**src/rtl/ex_mem_pkg.sv**
```systemverilog
// Shared EX/MEM definitions: FSM encoding, default widths and the execute-to-memory bundle.
// Latency: n/a (types only).
// Backpressure: n/a (types only).
package ex_mem_pkg;

    localparam int DW_DEF = 16;
    localparam int RW_DEF = 3;

    typedef enum logic [1:0] {
        ST_RUN    = 2'b00,
        ST_DRAIN  = 2'b01,
        ST_HALTED = 2'b10
    } ex_mem_state_t;

    // Layout shared with the upstream execute stage at the default widths.
    typedef struct packed {
        logic [DW_DEF-1:0] result;
        logic [DW_DEF-1:0] st_data;
        logic              wr_en;
        logic [RW_DEF-1:0] wr_reg;
        logic              mem_rd;
        logic              mem_wr;
        logic              halt;
    } ex_mem_bus_t;

endpackage

```
**src/rtl/ex_mem_fwd.sv**
```systemverilog
// EX-to-EX forwarding qualification; also instantiated by the hazard unit.
// Latency: purely combinational, zero cycles.
// Backpressure: none; follows whatever the held entry presents.
module ex_mem_fwd
    import ex_mem_pkg::*;
#(
    parameter int DW = DW_DEF,
    parameter int RW = RW_DEF
) (
    input  logic          ent_valid,
    input  logic          ent_wr_en,
    input  logic          ent_mem_rd,
    input  logic [RW-1:0] ent_wr_reg,
    input  logic [DW-1:0] ent_result,
    output logic          fwd_valid,
    output logic [RW-1:0] fwd_reg,
    output logic [DW-1:0] fwd_data
);

    // Load data does not exist yet at this point, so loads are never candidates.
    assign fwd_valid = ent_valid & ent_wr_en & ~ent_mem_rd;
    assign fwd_reg   = ent_wr_reg;
    assign fwd_data  = ent_result;

endmodule

```
**src/rtl/ex_mem_stage.sv**
```systemverilog
// EX/MEM pipeline register with valid/ready handshake, forwarding and HALT drain FSM.
// Latency: 1 cycle from accepted EX instruction to mem_* outputs; full throughput.
// Backpressure: mem_ready low holds the entry bit-exact and drops ex_ready.
module ex_mem_stage
    import ex_mem_pkg::*;
#(
    parameter int DW = DW_DEF,
    parameter int RW = RW_DEF
) (
    input  logic          clk,
    input  logic          rst_n,
    input  logic          ex_valid,
    output logic          ex_ready,
    input  logic [DW-1:0] ex_result,
    input  logic          ex_wr_en,
    input  logic [RW-1:0] ex_wr_reg,
    input  logic          ex_mem_rd,
    input  logic          ex_mem_wr,
    input  logic [DW-1:0] ex_st_data,
    input  logic          ex_halt,
    input  logic          ex_flush,
    output logic          mem_valid,
    input  logic          mem_ready,
    output logic [DW-1:0] mem_result,
    output logic [DW-1:0] mem_st_data,
    output logic          mem_wr_en,
    output logic          mem_mem_rd,
    output logic          mem_mem_wr,
    output logic [RW-1:0] mem_wr_reg,
    output logic          fwd_valid,
    output logic [RW-1:0] fwd_reg,
    output logic [DW-1:0] fwd_data,
    output logic          halted
);

    ex_mem_state_t state_q, state_d;

    logic          vld_q;
    logic [DW-1:0] result_q;
    logic [DW-1:0] st_data_q;
    logic          wr_en_q;
    logic [RW-1:0] wr_reg_q;
    logic          mem_rd_q;
    logic          mem_wr_q;
    logic          halt_q;

    logic          in_run;
    logic          xfer;
    logic          drain;

    // ex_ready depends only on local state and mem_ready, never on ex_valid.
    assign ex_ready = in_run & (~vld_q | mem_ready);
    assign xfer     = ex_valid & ex_ready & ~ex_flush;
    assign drain    = vld_q & mem_ready;

    always_ff @(posedge clk or negedge rst_n) begin
        if (!rst_n) begin
            vld_q     <= 1'b0;
            result_q  <= '0;
            st_data_q <= '0;
            wr_en_q   <= 1'b0;
            wr_reg_q  <= '0;
            mem_rd_q  <= 1'b0;
            mem_wr_q  <= 1'b0;
            halt_q    <= 1'b0;
        end else if (xfer) begin
            vld_q     <= 1'b1;
            result_q  <= ex_result;
            st_data_q <= ex_st_data;
            wr_en_q   <= ex_wr_en;
            wr_reg_q  <= ex_wr_reg;
            mem_rd_q  <= ex_mem_rd;
            mem_wr_q  <= ex_mem_wr;
            halt_q    <= ex_halt;
        end else if (drain) begin
            vld_q     <= 1'b0;
        end
    end

    always_ff @(posedge clk or negedge rst_n) begin
        if (!rst_n) begin
            state_q <= ST_RUN;
        end else begin
            state_q <= state_d;
        end
    end

    always_comb begin
        state_d = state_q;
        case (state_q)
            ST_RUN:    if (xfer && ex_halt)  state_d = ST_DRAIN;
            ST_DRAIN:  if (drain && halt_q)  state_d = ST_HALTED;
            ST_HALTED: state_d = ST_HALTED;
            default:   state_d = ST_RUN;
        endcase
    end

    always_comb begin
        in_run = 1'b0;
        halted = 1'b0;
        case (state_q)
            ST_RUN:    in_run = 1'b1;
            ST_HALTED: halted = 1'b1;
            default:   ;
        endcase
    end

    // Controls are masked when empty so downstream never acts on a stale entry.
    assign mem_valid   = vld_q;
    assign mem_result  = result_q;
    assign mem_st_data = st_data_q;
    assign mem_wr_reg  = wr_reg_q;
    assign mem_wr_en   = vld_q & wr_en_q;
    assign mem_mem_rd  = vld_q & mem_rd_q;
    assign mem_mem_wr  = vld_q & mem_wr_q;

    ex_mem_fwd #(.DW(DW), .RW(RW)) u_fwd (
        .ent_valid  (vld_q),
        .ent_wr_en  (mem_wr_en),
        .ent_mem_rd (mem_mem_rd),
        .ent_wr_reg (wr_reg_q),
        .ent_result (result_q),
        .fwd_valid  (fwd_valid),
        .fwd_reg    (fwd_reg),
        .fwd_data   (fwd_data)
    );

endmodule

```
**config.mk**
```make
export PLATFORM = sky130hd
export DESIGN_NAME = ex_mem_stage
export DESIGN_NICKNAME = d
export VERILOG_FILES = /design/src/rtl/ex_mem_pkg.sv /design/src/rtl/ex_mem_fwd.sv /design/src/rtl/ex_mem_stage.sv
export SDC_FILE = /design/constraint.sdc
export NUM_CORES = 1
export LEC_CHECK = 0
export CAP_MARGIN = 20
export CORE_ASPECT_RATIO = 1.4
export CORE_MARGIN = 2
export CORE_UTILIZATION = 39
export CTS_CLUSTER_DIAMETER = 60
export DETAILED_ROUTE_END_ITERATION = 7
export PLACE_DENSITY = 0.89
export SYNTH_ARGS = -nofsm -noshare
export SYNTH_HDL_FRONTEND = slang
export SYNTH_SLANG_ARGS = --single-unit
```
**constraint.sdc**
```tcl
create_clock -name clk -period 2.05 [get_ports clk]
set_clock_uncertainty 0.2 [all_clocks]
set_input_delay 0.41 -clock clk [delete_from_list [all_inputs] [get_ports clk]]
set_output_delay 0.41 -clock clk [all_outputs]
set_load 0.005 [all_outputs]
```
# --- Yosys cells after proc, flatten, opt, wreduce, memory -nomap -nowiden ---
# Cells that the tools add are included.
word_totals:
  ff_bits: 42
  in_bits: 44
  out_inout_bits: 61
  wordCells: 38
op_classes:
  eq_ne: 4
  mux: 7
  bitwise: 13
  reduce_logical: 5
op_table:
  columns: ["cell", "count"]
  rows:
  - ["$and 1x1->1", 9]
  - ["$pmux 2 s3", 1]
  - ["$mux 1", 4]
  - ["$mux 2", 2]
  - ["$ne 2x2->1 const B", 2]
  - ["$not 1->1", 3]
  - ["$eq 2x1->1 const B", 1]
  - ["$eq 2x2->1 const B", 1]
  - ["$logic_and 1x1->1", 2]
  - ["$logic_not 2->1", 1]
  - ["$reduce_and 2->1", 1]
  - ["$reduce_bool 2->1", 1]
  - ["$or 1x1->1", 1]

# --- Logic depth before layout (Yosys ltp) ---
depth:
  word_depth: 8
  ltp_mapped: 5
  depth_no_buf: 5

# --- By module ---
# A second synthesis with hierarchy kept.
hier_totals:
  hier_cells: 128
  hier_area_um2: 2016.9
by_module_without_submodules:
  columns: ["module", "instances", "cells_each", "area_each_um2", "seq_area_each_um2"]
  rows:
  - ["ex_mem_stage", 1, 108, 1865.5, 1051.0]
  - ["ex_mem_fwd", 1, 20, 151.4, 0.0]

# --- Worst setup path after synthesis ---
# Ideal clock, no wire load.
synth_timing:
  path_type: "register to register"
  startpoint: "register state_q[0]"
  endpoint: "register halt_q"
  setup_ns: 0.125
  t_arrival_ns: 1.277
  required_time_ns: 1.725
  slack_ns: 0.448
  path_stages_with_launch: 6
  path_buffers: 1
  period_less_slack_ns: 1.602
  cell_sequence: "dfrtp_1 -> inv_1 -> ha_1 -> nand3_4 -> buf_6 -> mux2_4"
synth_via:
  elab_chain_cells: 5
synth_lines:
  columns: ["element", "line_no", "source"]
  rows:
  - ["from (decl)", "ex_mem_stage.sv:36", "ex_mem_state_t state_q, state_d;"]
  - ["from (signal assigned)", "ex_mem_stage.sv:84", "state_q <= state_d;"]
  - ["$logic_not 2->1", "ex_mem_stage.sv:101", "case (state_q)"]
  - ["$mux 1", "ex_mem_stage.sv:101", null]
  - ["$and 1x1->1", "ex_mem_stage.sv:52", "assign ex_ready = in_run & (~vld_q | mem_ready);"]
  - ["$and 1x1->1 (2 in a row)", "ex_mem_stage.sv:53", "assign xfer = ex_valid & ex_ready & ~ex_flush;"]
  - ["to (signal assigned)", "ex_mem_stage.sv:74", "halt_q <= ex_halt;"]
  - ["to (decl)", "ex_mem_stage.sv:45", "logic halt_q;"]
# No other way between the ends.
# A chain may end at the register's enable or synchronous reset.

# --- Worst setup path in the final report ---
layout_timing:
  startpoint: "input mem_ready"
  endpoint: "output ex_ready"
layout_via:
  elab_chain_cells: 2
layout_lines:
  columns: ["element", "line_no", "source"]
  rows:
  - ["from (decl)", "ex_mem_stage.sv:23", "input logic mem_ready,"]
  - ["$or 1x1->1", "ex_mem_stage.sv:52", null]
  - ["$and 1x1->1", "ex_mem_stage.sv:52", null]
  - ["to (decl)", "ex_mem_stage.sv:13", "output logic ex_ready,"]
# No other way between the ends.

==> flow_summary.json <==
{
  "ys_seq_area_share_pct": 52.2,
  "finalHoldViolations": 0,
  "path_buf_inv": 2,
  "ys_top_cells_by_area": "dfrtp_1 (52%), mux2_4 (29%), buf_4 (7.1%)",
  "crit_family": "buffers and inverters",
  "start_util_pct": 41.0,
  "cts_tree": "done",
  "p_leak_nw": 1.51,
  "postRouteWirelength_microns": 4310,
  "internal-power_w": 0.00359,
  "drive_gt1_share_pct": 28.4,
  "drtIter0Drc": 20,
  "grt_pass1_vias": 1355,
  "clkPwrFrac_pct": 16.4,
  "worstSkewPairLatency_ps": 280,
  "antenna_found_initial": 0,
  "ant_nets": 0,
  "syn2layout_area_growth_pct": 59.2,
  "die_h_microns": 89.0,
  "clk_transition_reported_paths_ps": 80,
  "cap_violations": 0,
  "slew_violations": 0,
  "startpoint": "mem_ready",
  "firstDrtPassIters": 4,
  "yosysMostFrequentCell": "dfrtp_1",
  "grt_overflow": 0,
  "path_cells": "clkdlybuf4s50_1 -> nand2b_4 -> and2_1 -> dlygate4sd2_1",
  "grt_max_degree": 23,
  "synth_edf_count": 0,
  "max_slew_margin_pct": 73.5,
  "synth_cell_types": 20,
  "crit_path_max_fanout": 2,
  "preCtsSetupSlack_ps": -166,
  "cts_htree_levels": 2,
  "syn_area_sq_um": 2010,
  "period_share_pct": 98.0,
  "ys_top_cells_by_count": "dfrtp_1 (42), mux2_4 (39), buf_4 (19)",
  "synth_top_area_cell": "dfrtp_1",
  "syn_area_per_cell_sq_um": 15.7,
  "slowest_stage": "clkdlybuf4s50_1",
  "root_buffer": "clkbuf_8",
  "pwr-share-comb_pct": 51.6,
  "swShare_pct": 25.7,
  "syn_nets": 175,
  "place.gp.congestion": 0.729,
  "power.switching_w": 0.00124,
  "die_area_sq_um": 5760,
  "async_flop_share_pct": 100,
  "min_period_ps": 2010,
  "rsz0062_at_grt": "false",
  "hp-class": "reg -> reg",
  "cts_sinks": 42,
  "remaining_drc_errors": 0,
  "status": "finished, final reports clean",
  "criticalPathCategory": "in -> out",
  "synth_top_area_share_pct": 52.2,
  "num_rows": 30,
  "synth-seq-cells": 42,
  "place_hpwl_microns": 3310,
  "synth_cells": 128,
  "regToRegStartpoint": "state_q[1]",
  "min_from": "mem_st_data[15]",
  "p_per_area_nw_per_um2": 1510,
  "vias_per_cell": 4.53,
  "core_sq_um": 4920,
  "yosys_warnings": 0,
  "track_usage_pct": 15.1,
  "max_stage_delay_ps": 430,
  "nNetsFinal": 275,
  "grt_pass1_wl_microns": 6630,
  "clockBufferDepth": 2,
  "num_antenna_cells": 0,
  "final_util_pct": 65.2,
  "power_frac_seq_pct": 32.0,
  "startpoint_type": "input pin",
  "worst_setup_path_end_kind": "output port",
  "cp.required_ps": 1440,
  "dieWidth_microns": 64.7,
  "cts_buffers": 5,
  "yosys_most_used_dff": "dfrtp_1",
  "ir_drop_v": 0.000768,
  "wl_per_cell_microns": 14.7,
  "vias": 1326,
  "crit_arrival_ps": 1400,
  "ioPinCount": 105,
  "portBuffers": 104,
  "worst_slew_pin_slew_ps": 397,
  "max_freq_mhz": 498,
  "setup_viol": 0,
  "fin_ws_ps": 41.6
}
layout by cell type (no fill, tap or decap):
cell and n:
a21bo_2 1, nand3_4 1, a311oi_1 1, dlygate4sd3_1 1, a311o_1 1, dlymetal6s2s_1 1, dlygate4sd2_1 4, clkdlybuf4s50_1 98
o211ai_1 1, a41oi_1 1, dfrtp_1 41, dfrtp_2 1, nand2b_4 1, inv_1 2, clkbuf_8 6, a31oi_1 1
mux2_4 39, buf_2 1, nand3_1 2, a21oi_1 1, nor2b_4 1, buf_12 2, inv_2 1, nand2_1 1
buf_4 9, ha_1 3, and2_1 4, bufinv_16 2, nor2b_1 1
stage by stage:
stage	std cells	TNS, ps	cell area, sq um	hold slack [ps]	power, W
CTS	292	0	3190	315	0.00489
global route	293	0	3210	317	0.00513
floorplan	128	0	2010	-85.6	0.00281
global placement	280	-2210	3020	160	0.00398
finish	293	0	3210	312	0.00483
detailed placement	280	-2600	3020	159	0.00404
logic make-up after synthesis:
group / count (synthesis) / synth area share, %
AOI/OAI and AO/OA: 7 / 2.80
adders and majority gates: 3 / 1.86
buffers and inverters: 26 / 9.88
DFF: 42 / 52.2
muxes: 39 / 29.1
and+or+nand+nor: 11 / 4.22
per-layer routing:
metal | routed length (microns) | global-route usage (%)
met1 | 1620 | 17.4
met2 | 2430 | 27.4
met3 | 212 | 3.78
met4 | 54 | 4.84
met5 | 0 | 0
worst paths after layout:
| check | end | slack (ps) | depth (start not counted) |
|---|---|---|---|
| setup / recovery | ex_ready | 40 | 4 |
| hold / removal | mem_st_data[15] | 310 | 1 |
| setup reg to reg | mem_result[3] | 290 | 6 |
| hold reg to reg | mem_st_data[15] | 310 | 1 |
| max in group asynchronous | mem_result[11] | 740 | 3 |
| min in group asynchronous | wr_en_q | 380 | 2 |
area by class of cell:
type                    count  area [sq um]
clock inverters             2          60.1
flip-flops and latches     42          1050
repair buffers            116          1150
clock buffers               6          82.6
well taps                  64          80.1
multi-input cells          60           769
fillers                   381          1710
inverters                   3          11.3
power by group through the flow:
stage	clock network, W	registers [W]	logic (W)
3_5_place_dp	0	0.00157	0.00248
4_1_cts	0.000816	0.00155	0.00252
3_3_place_gp	0	0.00155	0.00243
6_report	0.000791	0.00155	0.00249
5_1_grt	0.000857	0.00161	0.00266
2_1_floorplan	0	0.00155	0.00126
what timing repair did:
action | in CTS | in global routing
endpoints found under the setup margin | 5 | 2
setup buffers | 3 | 1
endpoints found under the hold margin | 16 | 0
hold buffers | 1 | 0
gates resized for setup | 6 | 2
Note: power is estimated with default switching activity, not from simulation.
